## src/rtl/sprite_pkg.sv

```systemverilog
// rtl/sprite_pkg.sv - shared sizes, ids and types for the sprite position scheduler
package sprite_pkg;

    localparam int NUM_SPRITES = 17;
    localparam int COORD_W     = 10;
    localparam int ID_W        = 5;

    localparam logic [COORD_W-1:0] HIDDEN   = 10'h3FF;
    localparam logic [ID_W-1:0]    LAST_IDX = ID_W'(NUM_SPRITES - 1);

    typedef enum logic [ID_W-1:0] {
        BALL1 = 5'd0, BALL2, BALL3, BALL4, BALL5, BALL6, BALL7, BALL8,
        BALL9, BALL10, BALL11, BALL12, BALL13, BALL14, BALL15,
        CUE_BALL, POOL_CUE
    } sprite_id_t;

    typedef struct packed {
        logic [COORD_W-1:0] x;
        logic [COORD_W-1:0] y;
    } pos_t;

    typedef enum logic {
        IDLE   = 1'b0,
        COMMIT = 1'b1
    } state_t;

endpackage

```

## src/rtl/rr_arb2.sv

```systemverilog
// rtl/rr_arb2.sv - two-way round-robin arbiter; the pointer moves to the loser after each advancing grant
module rr_arb2 (
    input  logic       clk,
    input  logic       reset_n,
    input  logic [1:0] valid,
    input  logic       advance,
    output logic [1:0] grant
);

    logic r_ptr;

    always_comb begin
        grant = 2'b00;
        if (!r_ptr) begin
            if (valid[0])      grant = 2'b01;
            else if (valid[1]) grant = 2'b10;
        end else begin
            if (valid[1])      grant = 2'b10;
            else if (valid[0]) grant = 2'b01;
        end
    end

    always_ff @(posedge clk or negedge reset_n) begin
        if (!reset_n) begin
            r_ptr <= 1'b0;
        end else if (advance && (|grant)) begin
            r_ptr <= grant[0];
        end
    end

endmodule

```

## src/rtl/sprite_pos_sched.sv

```systemverilog
// rtl/sprite_pos_sched.sv - arbitrated shadow position table copied to the live table on vblank entry
// Optional: SPRITE_SCHED_COALESCE_EN acks both requesters in one cycle when their ids match.
module sprite_pos_sched
    import sprite_pkg::*;
(
    input  logic                                clk,
    input  logic                                reset_n,
    input  logic                                vblank,
    input  logic                                req0_valid,
    output logic                                req0_ready,
    input  logic [ID_W-1:0]                     req0_id,
    input  logic [COORD_W-1:0]                  req0_x,
    input  logic [COORD_W-1:0]                  req0_y,
    input  logic                                req1_valid,
    output logic                                req1_ready,
    input  logic [ID_W-1:0]                     req1_id,
    input  logic [COORD_W-1:0]                  req1_x,
    input  logic [COORD_W-1:0]                  req1_y,
    output logic [NUM_SPRITES-1:0][COORD_W-1:0] pos_x,
    output logic [NUM_SPRITES-1:0][COORD_W-1:0] pos_y,
    output logic                                busy,
    output logic                                commit_done,
    output logic                                id_err
);

    state_t          r_state;
    state_t          w_state_nxt;
    logic            r_vblank_q;
    logic [ID_W-1:0] r_idx;
    logic            r_commit_done;
    logic            r_id_err;
    pos_t            r_shadow [NUM_SPRITES];
    pos_t            r_live   [NUM_SPRITES];

    logic            w_rise;
    logic            w_last;
    logic            w_accept_en;
    logic [1:0]      w_valid;
    logic [1:0]      w_grant;
    logic [1:0]      w_ack;
    logic            w_advance;
    logic            w_wr_en;
    logic            w_wr_ok;
    logic [ID_W-1:0] w_wr_id;
    pos_t            w_wr_pos;

    assign w_rise  = vblank & ~r_vblank_q;
    assign w_last  = (r_idx == LAST_IDX);
    assign w_valid = {req1_valid, req0_valid} & {2{w_accept_en}};

    rr_arb2 u_arb (
        .clk     (clk),
        .reset_n (reset_n),
        .valid   (w_valid),
        .advance (w_advance),
        .grant   (w_grant)
    );

`ifdef SPRITE_SCHED_COALESCE_EN
    logic w_coalesce;
    assign w_coalesce = (w_valid == 2'b11) && (req0_id == req1_id);
    assign w_ack      = w_coalesce ? 2'b11 : w_grant;
    assign w_advance  = ~w_coalesce;
`else
    assign w_ack      = w_grant;
    assign w_advance  = 1'b1;
`endif

    // req1 wins the data mux so a coalesced pair writes req1's position
    assign req0_ready = w_ack[0];
    assign req1_ready = w_ack[1];
    assign w_wr_en    = |w_ack;
    assign w_wr_id    = w_ack[1] ? req1_id : req0_id;
    assign w_wr_pos   = w_ack[1] ? pos_t'{x: req1_x, y: req1_y} : pos_t'{x: req0_x, y: req0_y};
    assign w_wr_ok    = (w_wr_id < ID_W'(NUM_SPRITES));

    always_ff @(posedge clk or negedge reset_n) begin
        if (!reset_n) begin
            r_state <= IDLE;
        end else begin
            r_state <= w_state_nxt;
        end
    end

    always_comb begin
        w_state_nxt = r_state;
        case (r_state)
            IDLE:    if (w_rise) w_state_nxt = COMMIT;
            COMMIT:  if (w_last) w_state_nxt = IDLE;
            default: w_state_nxt = IDLE;
        endcase
    end

    always_comb begin
        busy        = (r_state == COMMIT);
        w_accept_en = (r_state == IDLE);
    end

    // vblank_q resets high so a vblank already asserted at release is not a rise
    always_ff @(posedge clk or negedge reset_n) begin
        if (!reset_n) begin
            r_vblank_q    <= 1'b1;
            r_idx         <= '0;
            r_commit_done <= 1'b0;
            r_id_err      <= 1'b0;
        end else begin
            r_vblank_q    <= vblank;
            r_commit_done <= (r_state == COMMIT) && w_last;
            r_idx         <= (r_state == COMMIT) ? r_idx + 1'b1 : '0;
            if (w_wr_en && !w_wr_ok) r_id_err <= 1'b1;
        end
    end

    always_ff @(posedge clk or negedge reset_n) begin
        if (!reset_n) begin
            for (int i = 0; i < NUM_SPRITES; i++) r_shadow[i] <= '{x: HIDDEN, y: HIDDEN};
        end else if (w_wr_en && w_wr_ok) begin
            r_shadow[w_wr_id] <= w_wr_pos;
        end
    end

    always_ff @(posedge clk or negedge reset_n) begin
        if (!reset_n) begin
            for (int i = 0; i < NUM_SPRITES; i++) r_live[i] <= '{x: HIDDEN, y: HIDDEN};
        end else if (r_state == COMMIT) begin
            r_live[r_idx] <= r_shadow[r_idx];
        end
    end

    always_comb begin
        for (int i = 0; i < NUM_SPRITES; i++) begin
            pos_x[i] = r_live[i].x;
            pos_y[i] = r_live[i].y;
        end
    end

    assign commit_done = r_commit_done;
    assign id_err      = r_id_err;

endmodule

```

## config.mk

```make
export PLATFORM = sky130hd
export DESIGN_NAME = sprite_pos_sched
export DESIGN_NICKNAME = d
export VERILOG_FILES = /design/src/rtl/sprite_pkg.sv /design/src/rtl/rr_arb2.sv /design/src/rtl/sprite_pos_sched.sv
export SDC_FILE = /design/constraint.sdc
export NUM_CORES = 1
export LEC_CHECK = 0
export BUFFER_PORTS_ARGS = -buffer_cell sky130_fd_sc_hd__buf_4
export CORE_MARGIN = 1.5
export CORE_UTILIZATION = 45
export CTS_CLUSTER_SIZE = 25
export DETAILED_ROUTE_END_ITERATION = 10
export GPL_TIMING_DRIVEN = 0
export SKIP_LAST_GASP = 1
export SLEW_MARGIN = 10
export SYNTH_ARGS = -nofsm -noshare
export SYNTH_HDL_FRONTEND = slang
export SYNTH_SLANG_ARGS = --single-unit
```

## constraint.sdc

```tcl
create_clock -name clk -period 2.6 [get_ports clk]
set_clock_uncertainty 0.1 [all_clocks]
set_input_delay 0.26 -clock clk [delete_from_list [all_inputs] [get_ports clk]]
set_output_delay 0.26 -clock clk [all_outputs]
set_load 0.02 [all_outputs]
```

# Word level (Yosys, flattened, before mapping)
# Cells that the tools add are included.
# totals
n_memories	0
mem_bits_rw	0
elab_cells	114
latch_bits	0
output_inout_bits	345
reg_bits	690
in_bits	55
rom_bits	0
# classes
shifts	0
reduce_logical	7
n_mux	20
n_mul	0
n_lt_le_gt_ge	5
n_eq_ne	1
div_mod_pow	0
n_addsub	1
bitwise_logic	6
# ops
operator	n
340-bit bitwise mux	2
20-bit demux with 5-bit select	2
20-bit binary-select mux with 5-bit select	1
20-bit 2-to-1 mux	5
6-bit >= comparator, second input constant	2
6-bit by 1-bit less-than comparator with 1-bit output, second input constant	2
5-bit NOT with 6-bit output	2
5-bit 2-to-1 mux	2
2-bit 2-to-1 mux	4
5-bit by 1-bit adder with 5-bit output, second input constant	1
5-bit == test, second input constant	1
1-bit logical AND	5
5-bit less-than comparator, second input constant	1
1-bit 2-to-1 mux	3
2-bit AND	1
1-bit NOT	2
1-bit case mux with 2 select lines	1
2-bit OR reduction	1
1-bit AND	1
1-bit zero test	1

# Logic depth before layout (Yosys ltp)
# depth
word_depth	12
depth_mapped	12
mapped_depth_nobuf	7

# Hierarchy
# A second synthesis with hierarchy kept.
# hier_totals
hier_cells	2398
hier_area_um2	29236.8
# modules_own_cells
module	seq_area_each_um2	area_per_inst_um2	cells_each	n_inst
sprite_pos_sched	18093.6	29181.7	2392	1
rr_arb2	25.0	55.1	6	1

# Worst setup path before layout
# No wires, ideal clock.
# synth_path
path_type	flip-flop to flip-flop
startpoint	reg r_idx[1]
endpoint	reg r_live (netlist bit pos_x[89])
t_arrival_ns	2.179
setup_slack_ns	0.248
required_ns	2.427
period_less_slack_ns	2.352
path_stages_with_launch	12
setup_ns	0.073
n_path_buf	5
path_cell_list	dfrtp_1 buf_2 buf_2 buf_4 buf_2 inv_1 ha_1 nand2_1 nor3_1 clkbuf_1 nor2_1 a21oi_1
# synth_via
elab_chain_len	6
word_cells_on_any_way	10
cone_classes	2 x order compare; 6 x mux; 1 x bitwise; 1 x reduce/logical
# synth_rtl
element	line_no	text
start: declaration	sprite_pos_sched.sv:29	logic [ID_W-1:0] r_idx;
start signal: assignment	sprite_pos_sched.sv:109	r_idx <= (r_state == COMMIT) ? r_idx + 1'b1 : '0;
5-bit NOT with 6-bit output (implied by the code) (*)	sprite_pos_sched.sv:126	r_live[r_idx] <= r_shadow[r_idx];
6-bit >= comparator (implied by the code) / 6-bit by 1-bit less-than comparator with 1-bit output (equally long branches)	sprite_pos_sched.sv:126	
1-bit logical AND (implied by the code)	sprite_pos_sched.sv:126	
20-bit 2-to-1 mux (implied by the code)	sprite_pos_sched.sv:126	
20-bit demux with 5-bit select	sprite_pos_sched.sv:126	
340-bit bitwise mux (*)	sprite_pos_sched.sv:126	
end signal: indexed assignment	sprite_pos_sched.sv:126	
end: declaration	sprite_pos_sched.sv:33	pos_t r_live [NUM_SPRITES];
# Mark *: on every way between the ends. The rest lies on a longest branch, timed or not. The select of a mux whose other input is x is not followed.
# A chain may end at the register's enable or synchronous reset.

# Worst setup path after layout
# layout_path
startpoint	reg r_idx[1]
endpoint	reg r_live (netlist bit pos_y[49])
# Same word-level chain as after synthesis.

==> results.py <==
metrics = {
    "synth": {
        "synthAdderAreaFrac_pct": 0.173,
        "synthArstFlopShare_pct": 100,
        "yosys.area_share.simple_pct": 10.4,
        "synth_warnings": 0,
        "syn_area_per_cell_sq_um": 10.9,
        "synth-seq-area-share_pct": 62.6,
        "ys_top_cells_by_area": "dfstp_2 62%, a21oi_1 7.1%, nor2_1 5.7%",
        "synth.top_cell.area_share_pct": 61.8,
        "synth_xor_area_share_pct": 0.0907,
        "ys_ff_latch": 690,
        "synth_top_family_by_area": "compound AO/OA/AOI/OAI gates",
        "yosysTopAreaCell": "dfstp_2",
        "synth_compound_area_share_pct": 13.8,
        "synth-edff-count": 0,
        "syn_nets": 2710,
        "syn-instance-count": 2651,
        "mappedNetlistArea_sq_um": 29000,
        "yosys_most_used_dff": "dfstp_2",
        "synth_cell_types": 56,
        "yosys-mux-area-fraction_pct": 9.54,
    },
    "setup_path": {
        "r2r_cells": 8,
        "start_kind": "flip-flop",
        "rr_endpoint": "pos_y[49]$_DFFE_PN1P_",
        "crit_fanout": 10,
        "worst_setup_path_end_kind": "flip-flop",
        "crit_arrival_ns": 2.97,
        "ff2ff_setup_slack_ns": 0.06,
        "path_class": "flip-flop to flip-flop",
        "required_ns": 3.03,
        "worstReg2RegStart": "r_idx[1]$_DFF_PN0_",
    },
    "power_and_ir_drop": {
        "p_comb_share_pct": 39.5,
        "seqPwrFrac_pct": 40.1,
        "switching_share_pct": 37.7,
        "power_frac_clock_pct": 20.4,
        "power_density_nw_per_um2": 1390,
        "internal_power_w": 0.0323,
        "switchingPower_w": 0.0195,
        "p_leak_nw": 15.5,
        "peakVddDrop_v": 0.000501,
    },
    "drt": {
        "wire_per_inst_um": 23.8,
        "wl_um": 97800,
        "vias": 22900,
        "final_antenna_net_count": 0,
        "drcViolationCount": 0,
        "drtIter0Drc": 1833,
        "dr.pass1.iters": 6,
        "routed_via_density": 5.58,
    },
    "finish": {
        "num-fill-cells": 5307,
        "finalCoreUtilization_pct": 59.1,
        "syn2layout_area_growth_pct": 29.1,
        "diodes": 0,
        "final_common_cell": "dfstp_2",
        "multi_input_area_sq_um": 10600,
        "layout_common_cells": "681 x dfstp_2, 448 x buf_4, 434 x nor2_1, 394 x a21oi_1, 251 x nand2_1",
        "nNetsFinal": 3260,
        "drive_above_1_share_pct": 48.2,
        "regArea_sq_um": 18100,
    },
    "floorplan": {
        "start_util_pct": 45.8,
        "chipWidth_um": 257,
        "io_pins": 400,
        "core_area_sq_um": 63300,
        "die_h_um": 257,
        "die_area_sq_um": 65900,
        "rows": 92,
    },
    "sta": {
        "finalSetupTns_ns": 0,
        "fin_crit_sh_pct": 97.7,
        "hold_violations": 0,
        "max_clock_freq_mhz": 394,
        "rsz0062_at_grt": "true",
        "worstMarginPinSlew_ns": 0.719,
        "slew_violations": 0,
        "relSlewSlack_pct": 52.1,
        "holdWs_ns": 0.0215,
        "setup_violations": 0,
        "period_minus_slack_ns": 2.54,
    },
    "hold_path": {
        "hold_class": "primary input to flip-flop",
        "holdPathStages": 3,
        "worstHoldEndpoint": "r_shadow[44]$_DFFE_PN1P_",
        "hp-start": "req1_y[4]",
    },
    "flow_run": {
        "max_cap_violations": 0,
    },
    "cts": {
        "cts_made_buffers": 73,
        "clockBufferDepth": 3,
        "root_buffer": "clkbuf_16",
        "clk_pin_slew_ns": 0.06,
        "worstSkewPairLatency_ns": 0.61,
        "cts-htree-levels": 3,
        "cts_num_sinks": 690,
        "cts_tree": "built",
    },
    "grt": {
        "grt_pass1_wl_um": 145000,
        "grt_pass1_vias": 23000,
        "grt_antenna_before_repair": 1,
        "grtUsageTotal_pct": 29.2,
        "overflow": 0,
        "grt_max_degree": 123,
    },
    "place": {
        "gp_congestion": 0.896,
        "hpwl_um": 72000,
        "port_buffers": 399,
    },
    "outcome": {
        "status": "finished clean",
    },
}
-- synthesized netlist by cell type (6+ instances only) --
| cell | number |
|---|---|
| inv_1 | 7 |
| a211oi_1 | 23 |
| nand2b_1 | 7 |
| buf_2 | 79 |
| nor3_1 | 6 |
| mux4_2 | 20 |
| nand3_1 | 14 |
| mux2_1 | 60 |
| mux2i_1 | 141 |
| a21oi_1 | 411 |
| a21oi_2 | 20 |
| o22ai_1 | 57 |
| a31oi_1 | 8 |
| dfrtp_1 | 9 |
| clkbuf_1 | 133 |
| nand2_1 | 255 |
| dfstp_2 | 681 |
| mux2_2 | 20 |
| o21ai_1 | 26 |
| o21ai_0 | 162 |
| nor2_1 | 439 |
-- critical path, cell delays in order, from the launching register on --
cell	delay, ns
dfrtp_1	0.40
buf_6	0.20
buf_4	0.26
mux2i_1	0.39
o22ai_1	0.19
a2111oi_4	0.34
buf_4	0.20
buf_4	0.24
a31oi_1	0.12
-- per-layer routing --
metal / vias to the layer above / wire (um) / track usage, %
met3: 133 / 6560 / 5.74
met5: - / 0 / 0
li1: 10200 / - / -
met4: 0 / 2490 / 9.10
met1: 11700 / 40200 / 38.3
met2: 822 / 48500 / 48.7
-- kinds of logic after synthesis --
family	count (synthesis)
XOR/XNOR	3
flip-flops	690
AO/OA/AOI/OAI	731
multiplexers	241
buffers and inverters	228
AND/OR/NAND/NOR	754
adder cells (fa/ha/maj)	4
-- per-stage QoR --
| stage | setup WS, ns | cell area (sq um) | cells | power [W] |
|---|---|---|---|---|
| floorplan | 0.248 | 29000 | 2651 | 0.0313 |
| global placement | -5.86 | 33000 | 3896 | 0.0393 |
| detailed placement | -1.26 | 33200 | 3902 | 0.0399 |
| CTS | -0.00881 | 36800 | 4084 | 0.0515 |
| global route | -0.0388 | 37400 | 4104 | 0.0544 |
| finish | 0.0606 | 37400 | 4104 | 0.0519 |
-- power groups by stage --
stage | sequential, W | combinational (W) | clock [W]
4_1_cts | 0.0207 | 0.0200 | 0.0108
5_1_grt | 0.0213 | 0.0219 | 0.0112
2_1_floorplan | 0.0234 | 0.00787 | 0
3_3_place_gp | 0.0206 | 0.0186 | 0
3_5_place_dp | 0.0209 | 0.0191 | 0
6_report | 0.0208 | 0.0205 | 0.0106
-- registers in the layout, summed over array words and instances (netlist names) --
signal,flops
busy,1
commit_done,1
id_err,1
pos_x,170
pos_y,170
r_idx,5
r_shadow,340
r_vblank_q,1
u_arb.r_ptr,1
-- worst max-delay path by stage --
stage                                       start                   endpoint
final                          r_idx[1]$_DFF_PN0_      pos_y[49]$_DFFE_PN1P_
after floorplan                r_idx[1]$_DFF_PN0_      pos_x[89]$_DFFE_PN1P_
after detailed placement       r_idx[1]$_DFF_PN0_      pos_x[25]$_DFFE_PN1P_
after global routing               busy$_DFF_PN0_  r_shadow[207]$_DFFE_PN1P_
after CTS                 u_arb.r_ptr$_DFFE_PN0P_   r_shadow[58]$_DFFE_PN1P_
after global placement                    reset_n         id_err$_DFFE_PN0P_
-- final cells by class --
| cell class | instances | share of cell area, % |
|---|---|---|
| buffer | 220 | 3.55 |
| clock buffer | 116 | 5.91 |
| clock inverter | 16 | 0.619 |
| inverter | 7 | 0.0703 |
| multi-input combinational | 1733 | 28.3 |
| sequential | 690 | 48.4 |
| tap | 846 | 2.83 |
| timing repair buffer | 476 | 10.3 |
-- repair_timing --
action	CTS	global route
pin swaps	13	14
hold buffers	38	10
setup buffers	12	9
setup endpoints to repair	595	556
endpoints found under the hold margin	109	11
cloned	0	2
gates resized for setup	218	146
No activity file was read; power rests on OpenSTA's default activity.
